<file path="config.mk">
export PLATFORM = sky130hd
export DESIGN_NAME = pe_os_mac
export DESIGN_NICKNAME = d
export VERILOG_FILES = /design/src/rtl/pe_os_mac.sv
export SDC_FILE = /design/constraint.sdc
export NUM_CORES = 1
export LEC_CHECK = 0
export CAP_MARGIN = 20
export CORE_UTILIZATION = 60
export CTS_CLUSTER_SIZE = 28
export DETAILED_ROUTE_END_ITERATION = 8
export PLACE_DENSITY = 0.79
export SLEW_MARGIN = 25
export SYNTH_ARGS = -nofsm -noshare
export SYNTH_HDL_FRONTEND = slang
export SYNTH_SLANG_ARGS = --single-unit
</file>
<file path="constraint.sdc">
create_clock -name clk -period 9.6 [get_ports clk]
set_clock_uncertainty 0.05 [all_clocks]
set_input_delay 0.96 -clock clk [delete_from_list [all_inputs] [get_ports clk]]
set_output_delay 0.96 -clock clk [all_outputs]
set_load 0.005 [all_outputs]
</file>
<file path="src/rtl/pe_os_mac.sv">
// pe_os_mac: output-stationary systolic MAC PE with operand forwarding, pipelined multiply,
// variable-length accumulation and a valid/ready partial-sum port.
module pe_os_mac #(
  parameter int DATA_W   = 16,
  parameter int ACC_W    = 40,
  parameter int MUL_LAT  = 2,
  parameter int K_MAX    = 256,
  parameter int SATURATE = 1
) (
  input  logic              clk,
  input  logic              n_rst,
  input  logic [DATA_W-1:0] x_i,
  input  logic [DATA_W-1:0] w_i,
  input  logic              in_valid,
  input  logic              in_last,
  input  logic              signed_mode,
  output logic              stall,
  output logic [DATA_W-1:0] x_o,
  output logic [DATA_W-1:0] w_o,
  output logic              valid_o,
  output logic              last_o,
  output logic [ACC_W-1:0]  psum_o,
  output logic              psum_valid,
  input  logic              psum_ready,
  output logic              sat,
  output logic              len_err
);
  localparam int PW    = 2 * DATA_W;
  localparam int EW    = (ACC_W > PW ? ACC_W : PW) + 2;
  localparam int CNT_W = $clog2(K_MAX + 1);
  typedef enum logic [1:0] {IDLE, ACCUM, FLUSH, SEND} state_t;
  state_t            state, state_n;
  logic [ACC_W-1:0]  acc, acc_add, clamp;
  logic              sat_r, mode_r, accept, start, last_eff, eff_mode, ovf, busy;
  logic [CNT_W-1:0]  cnt, cnt_nxt;
  logic [PW-1:0]     pp [MUL_LAT];
  logic [MUL_LAT-1:0] pv;
  logic [PW-1:0]     prod;
  logic [EW-1:0]     sum;

  assign stall      = (state == FLUSH) || (state == SEND && !psum_ready);
  assign accept     = in_valid && !stall;
  assign start      = accept && (state == IDLE || state == SEND);
  assign eff_mode   = start ? signed_mode : mode_r;
  assign cnt_nxt    = start ? CNT_W'(1) : cnt + CNT_W'(1);
  assign last_eff   = in_last || (cnt_nxt == CNT_W'(K_MAX));
  assign busy       = |pv;
  assign psum_valid = (state == SEND);
  assign psum_o     = acc;
  assign sat        = sat_r;

  // Extending both operands by the mode bit lets one multiplier serve signed and unsigned.
  assign prod = {{DATA_W{eff_mode & x_i[DATA_W-1]}}, x_i} * {{DATA_W{eff_mode & w_i[DATA_W-1]}}, w_i};
  // Wide sum so overflow is visible even when the product is wider than the accumulator.
  assign sum = {{(EW-ACC_W){mode_r & acc[ACC_W-1]}}, acc}
             + {{(EW-PW){mode_r & pp[MUL_LAT-1][PW-1]}}, pp[MUL_LAT-1]};
  assign ovf = mode_r ? !(&sum[EW-1:ACC_W-1] || ~|sum[EW-1:ACC_W-1]) : |sum[EW-1:ACC_W];
  assign clamp   = mode_r ? {sum[EW-1], {(ACC_W-1){~sum[EW-1]}}} : '1;
  assign acc_add = (ovf && SATURATE != 0) ? clamp : sum[ACC_W-1:0];

  always_comb begin
    state_n = state;
    case (state)
      IDLE:    if (accept) state_n = last_eff ? FLUSH : ACCUM;
      ACCUM:   if (accept && last_eff) state_n = FLUSH;
      FLUSH:   if (!busy) state_n = SEND;
      SEND:    if (psum_ready) state_n = accept ? (last_eff ? FLUSH : ACCUM) : IDLE;
      default: state_n = IDLE;
    endcase
  end

  always_ff @(posedge clk or negedge n_rst) begin
    if (!n_rst) state <= IDLE;
    else state <= state_n;
  end

  always_ff @(posedge clk or negedge n_rst) begin
    if (!n_rst) begin
      x_o     <= '0;
      w_o     <= '0;
      valid_o <= 1'b0;
      last_o  <= 1'b0;
    end else begin
      valid_o <= accept;
      x_o     <= accept ? x_i : x_o;
      w_o     <= accept ? w_i : w_o;
      last_o  <= accept ? in_last : last_o;
    end
  end

  always_ff @(posedge clk or negedge n_rst) begin
    if (!n_rst) begin
      pv <= '0;
      for (int i = 0; i < MUL_LAT; i++) pp[i] <= '0;
    end else begin
      pv[0] <= accept;
      pp[0] <= accept ? prod : pp[0];
      for (int i = 1; i < MUL_LAT; i++) begin
        pv[i] <= pv[i-1];
        pp[i] <= pp[i-1];
      end
    end
  end

  always_ff @(posedge clk or negedge n_rst) begin
    if (!n_rst) begin
      acc     <= '0;
      sat_r   <= 1'b0;
      mode_r  <= 1'b0;
      cnt     <= '0;
      len_err <= 1'b0;
    end else begin
      acc     <= start ? '0 : (pv[MUL_LAT-1] ? acc_add : acc);
      sat_r   <= start ? 1'b0 : (sat_r | (pv[MUL_LAT-1] & ovf));
      mode_r  <= eff_mode;
      cnt     <= accept ? cnt_nxt : cnt;
      len_err <= len_err | (accept && !in_last && cnt_nxt == CNT_W'(K_MAX));
    end
  end
endmodule
</file>
Yosys cells after proc, flatten, opt, wreduce, memory -nomap -nowiden
Cells that the tools add are included.
W data, S select, Z words.
- memory bits (read-only): 0
- logic and storage cells: 69
- bits in writable memories: 0
- memories kept: 0
- latch bits: 0
- flip-flop bits (word level): 154
- shifts and indexed selects: 0
- bitwise gates (word level): 8
- add/sub/neg operators: 2
- divide/modulo/power cells: 0
- equal/unequal tests: 8
- multiply operators: 1
- reduce and logical (&&, ||, !) cells: 22
- order comparisons: 0
- muxes and demuxes: 15
- operators by type and width (operator ; count):
    $mux W40 ; 4
    $add A41 B33 Y42 ; 1
    $mul A17 B17 Y32 ; 1
    $mux W2 ; 6
    $add A9 B1 Y9 const B ; 1
    $eq A9 B9 Y1 const B ; 1
    $mux W9 ; 1
    $pmux W2 S4 ; 1
    $logic_and A1 B1 Y1 ; 6
    $ne A2 B2 Y1 const B ; 3
    $and A1 B1 Y1 ; 5
    $logic_not A1 Y1 ; 5
    $eq A2 B2 Y1 const B ; 2
    $logic_or A1 B1 Y1 ; 4
    $reduce_and A4 Y1 ; 1
    $reduce_or A2 Y1 ; 2
    $mux W1 ; 3
    $reduce_and A3 Y1 ; 1
    $reduce_or A3 Y1 ; 1
    $eq A2 B1 Y1 const B ; 1
    $logic_not A2 Y1 ; 1
    $ne A2 B1 Y1 const B ; 1
    $or A1 B1 Y1 ; 2
    $reduce_bool A2 Y1 ; 1
    $not A1 Y1 ; 1

Depth between registers and ports, before layout
- depth after elaboration: 13
- depth in mapped cells: 31
- mapped depth without buffers: 30

Worst setup path before layout
Ideal clock, no wire load.
- path type: in2reg
- from: input port psum_ready
- to: register pp[63] (netlist name)
- library setup time: 0.083 ns
- required time: 9.467 ns
- slack: 2.044 ns
- buffers on the path: 1
- arrival time: 7.423 ns
- cell stages on the path: 28
- cells stage by stage: inv_1 a21oi_1 nand2_1 nor2_1 mux2_2 and2_1 clkbuf_1 nand2_1 inv_1 fa_1 inv_1 fa_1 fa_1 fa_1 fa_1 fa_1 inv_1 ha_1 a21o_1 a21o_1 a21o_1 a22oi_1 o311ai_1 o211ai_1 a21oi_1 a21oi_1 xnor3_1 o21ai_0
- longest elaborated chain between the ends: 9
- elaborated cells on any way between the ends: 10
- RTL lines (element ; RTL line ; source):
    start: declaration ; 24 ; input logic psum_ready,
    $logic_not A1 Y1 (*) ; 41 ; assign stall = (state == FLUSH) || (state == SEND && !psum_ready);
    $logic_and A1 B1 Y1 (*) ; 41 ;
    $logic_or A1 B1 Y1 (*) ; 41 ;
    $logic_not A1 Y1 (*) ; 42 ; assign accept = in_valid && !stall;
    $logic_and A1 B1 Y1 (*) ; 42 ;
    $logic_and A1 B1 Y1 ; 43 ; assign start = accept && (state == IDLE || state == SEND);
    $mux W1 ; 44 ; assign eff_mode = start ? signed_mode : mode_r;
    $and A1 B1 Y1 ; 53 ; assign prod = {{DATA_W{eff_mode & x_i[DATA_W-1]}}, x_i} * {{DATA_W{eff_mode & w_i[DATA_W-1]}}, w_i};
    $mul A17 B17 Y32 ; 53 ;
    end signal: indexed assignment ; 100 ; pp[i] <= pp[i-1];
    end: declaration ; 36 ; logic [PW-1:0] pp [MUL_LAT];
Mark *: on every way between the ends. The rest lies on a longest branch, timed or not.
A chain may end at the register's enable or synchronous reset.

Worst setup path in the final report
- from: input port psum_ready
- to: register pp[62] (netlist name)
Same word-level chain as after synthesis.

==> impl_metrics.tcl <==
set metrics [dict create \
    timing.critical_path.to "pp[62]" \
    antenna_left 0 \
    core_area_mm2 0.0300 \
    first_pass_grt_wire_length_mm 74.6 \
    maxCapViolations 0 \
    synth_cells 1967 \
    cts.clk_slew.worst_paths_ps 70 \
    netlist-cell-type-count 75 \
    synthesis.nets 2417 \
    start_util 0.617 \
    htreeDepth 4 \
    io_pins 116 \
    final_cells 2425 \
    fp.dieArea_mm2 0.0315 \
    critical_path_launch_point_type "input port" \
    timing.critical_path.fanout_max 12 \
    place_inst 2400 \
    syn-cell-area_mm2 0.0185 \
    ranking_of_synthesized_cells_by_area "fa_1, dfrtp_1, ha_1" \
    hold_violations 0 \
    placer_congestion_estimate 0.907 \
    layout.cells.most_common "nand2_1" \
    setup_viol 0 \
    timing.critical_path.arrival_ps 8700 \
    run_status "finished clean" \
    ratio_of_cells_with_drive_above_1_in_the_final_layout 0.0310 \
    min-delay-path-class "reg -> reg" \
    reg2reg_depth 24 \
    timing.hold.ws_ps 324 \
    cts_hold_buffers 0 \
    tritoncts "yes" \
    placement_rows 63 \
    flip_flop_cell_with_the_highest_count_after_synthesis "dfrtp_1" \
    grt_setup_unrepaired "no" \
    timing.final.crit_period_ps 8460 \
    wl_mm 45.1 \
    port_buffers 115 \
    final_core_utilization 0.681 \
    critPathLaunch "psum_ready" \
    post_synth.cell_area_avg_um2 9.40 \
    die_height_um 178 \
    cp-end-kind "flip-flop" \
    ys.warnings.count 0 \
    largest_net_degree_at_the_start_of_global_routing 108 \
    drt_drc_violations_left 0 \
    slew_headroom 0.277 \
    drt_pass1_iterations 6 \
    required_ps 9850 \
    grt_pass1_vias 14700 \
    synthArstFlopShare 1.00 \
    tightest_slew_ps 1080 \
    critPathKind "in -> reg" \
    grtUsageTotal 0.305 \
    synth_largest_area_cell "fa_1" \
    fillCellCount 2323 \
    detail_route.wl_per_cell_um 18.6 \
    synthToLayoutAreaGrowth_pct 10.3 \
    grt_remaining_overflow 0 \
    top_library_cells_by_usage_in_the_layout_fill_and_taps_aside "nand2_1, inv_1, fa_1, and2_1, dfrtp_1" \
    finalSetupTns_ps 0 \
    num_vias 14200 \
    clock_insertion_delay_worst_skew_ps 440 \
    cts.sinks 153 \
    design.final.nets 2479 \
    die_w_um 178 \
    fmax_mhz 118 \
    tritoncts.num_buffers 17 \
    cts_repair_resize_count 0 \
    dr.first_iter.drc_count 1077 \
    fin_crit_sh 0.881 \
    rrSetupSlack_ps 1450 \
    critical_path.reg2reg.startpoint "state[0]" \
    worstReg2RegEnd "pp[62]" \
    postCtsSetupBuffers 0 \
    yosysTopAreaCellShare 0.306 \
    ys_seq_elements 153 \
    timing.final.max_slew_violations 0 \
    max-clock-path-buffers 2 \
    synth_edf_count 0 \
    clk_root_buffer_cell "clkbuf_16" \
    grt_antenna_before_repair 0 \
    post_drt_via_cell_ratio 5.85 \
    share_of_synthesized_area_occupied_by_flip_flops_and_latches 0.207 \
    dp_hpwl_mm 34.1 \
    num_antenna_cells 0 \
]
[layout make-up]
cell class                 count  area (um^2)  area share
clock buffer                  17          425      0.0209
clock inverter                 8          104     0.00509
inverter                     303         1140      0.0557
multi-input combinational   1430        13200       0.647
sequential                   153         3830       0.188
tap                          390          488      0.0239
timing repair buffer         124         1230      0.0602
[kinds of logic (layout without fill, tap and decap cells)]
| group | after synthesis | count (layout) | synth area share |
|---|---|---|---|
| compound gates | 326 | 326 | 0.122 |
| xor+xnor | 68 | 68 | 0.0338 |
| mux | 7 | 7 | 0.00480 |
| buf+inv | 384 | 452 | 0.0804 |
| fa+ha+maj | 412 | 412 | 0.394 |
| flops | 153 | 153 | 0.207 |
| simple gates | 617 | 617 | 0.159 |
[per-stage QoR]
stage / setup WS [ps] / area [um^2]
3_5_place_dp: 763 / 19900
6_report: 1140 / 20400
4_1_cts: 1200 / 20400
3_3_place_gp: 1020 / 19900
2_1_floorplan: 2040 / 18500
5_1_grt: 736 / 20400
[metal layers]
layer  wire length (um)  up-vias  global-route usage
met3               2820      135              0.0398
li1                   -     6378                   -
met5                  0        -                   0
met2              22400      548               0.512
met4               1790        0               0.128
met1              18100     7129               0.400
[worst min path at each step]
stage                       from  endpoint  slack (ps)  cells past startpoint
after global placement    pp[34]     pp[2]         310                      0
after CTS                 pp[34]     pp[2]         320                      0
after global routing      pp[51]    pp[19]         330                      0
after floorplan           pp[40]     pp[8]         300                      0
after detailed placement  pp[34]     pp[2]         310                      0
final                     pp[34]     pp[2]         320                      0
[Yosys cell counts (all sizes together), types with 7 or more instances]
cell    count
nand2     315
inv       303
fa        283
and2      163
dfrtp     153
ha        129
a21oi      89
clkbuf     69
a21o       52
o21ai      51
nor2       47
xnor2      43
a22oi      41
xor2       24
nand3      19
and3       17
o21a       16
buf        12
nor3       11
nand2b     10
nand4       8
a22o        7
o211ai      7
o31ai       7
[worst max-delay path, stage by stage]
cell             delay, ps
clkdlybuf4s50_1        460
inv_1                   50
a21oi_1                260
nand2_4                 80
nor2_1                 370
mux2_2                 520
and2_1                 280
nand2_1                140
inv_1                  130
fa_1                   540
inv_1                  210
fa_1                   470
fa_1                   510
fa_1                   580
fa_1                   440
fa_1                   510
inv_1                   40
ha_1                   340
nand4_1                100
o31ai_1                670
a21oi_1                190
a2111oi_0              580
o21a_1                 180
o31ai_1                 70
[state kept, by name, indices dropped and copies added, names as in the netlist]
register / cells
pp: 64
psum_o: 40
w_o: 16
x_o: 16
cnt: 9
pv: 2
state: 2
last_o: 1
len_err: 1
mode_r: 1
sat: 1
Power is left out: the tool's default activity adds up to more than one toggle a clock period on the data nets, which glitch-free logic cannot reach.
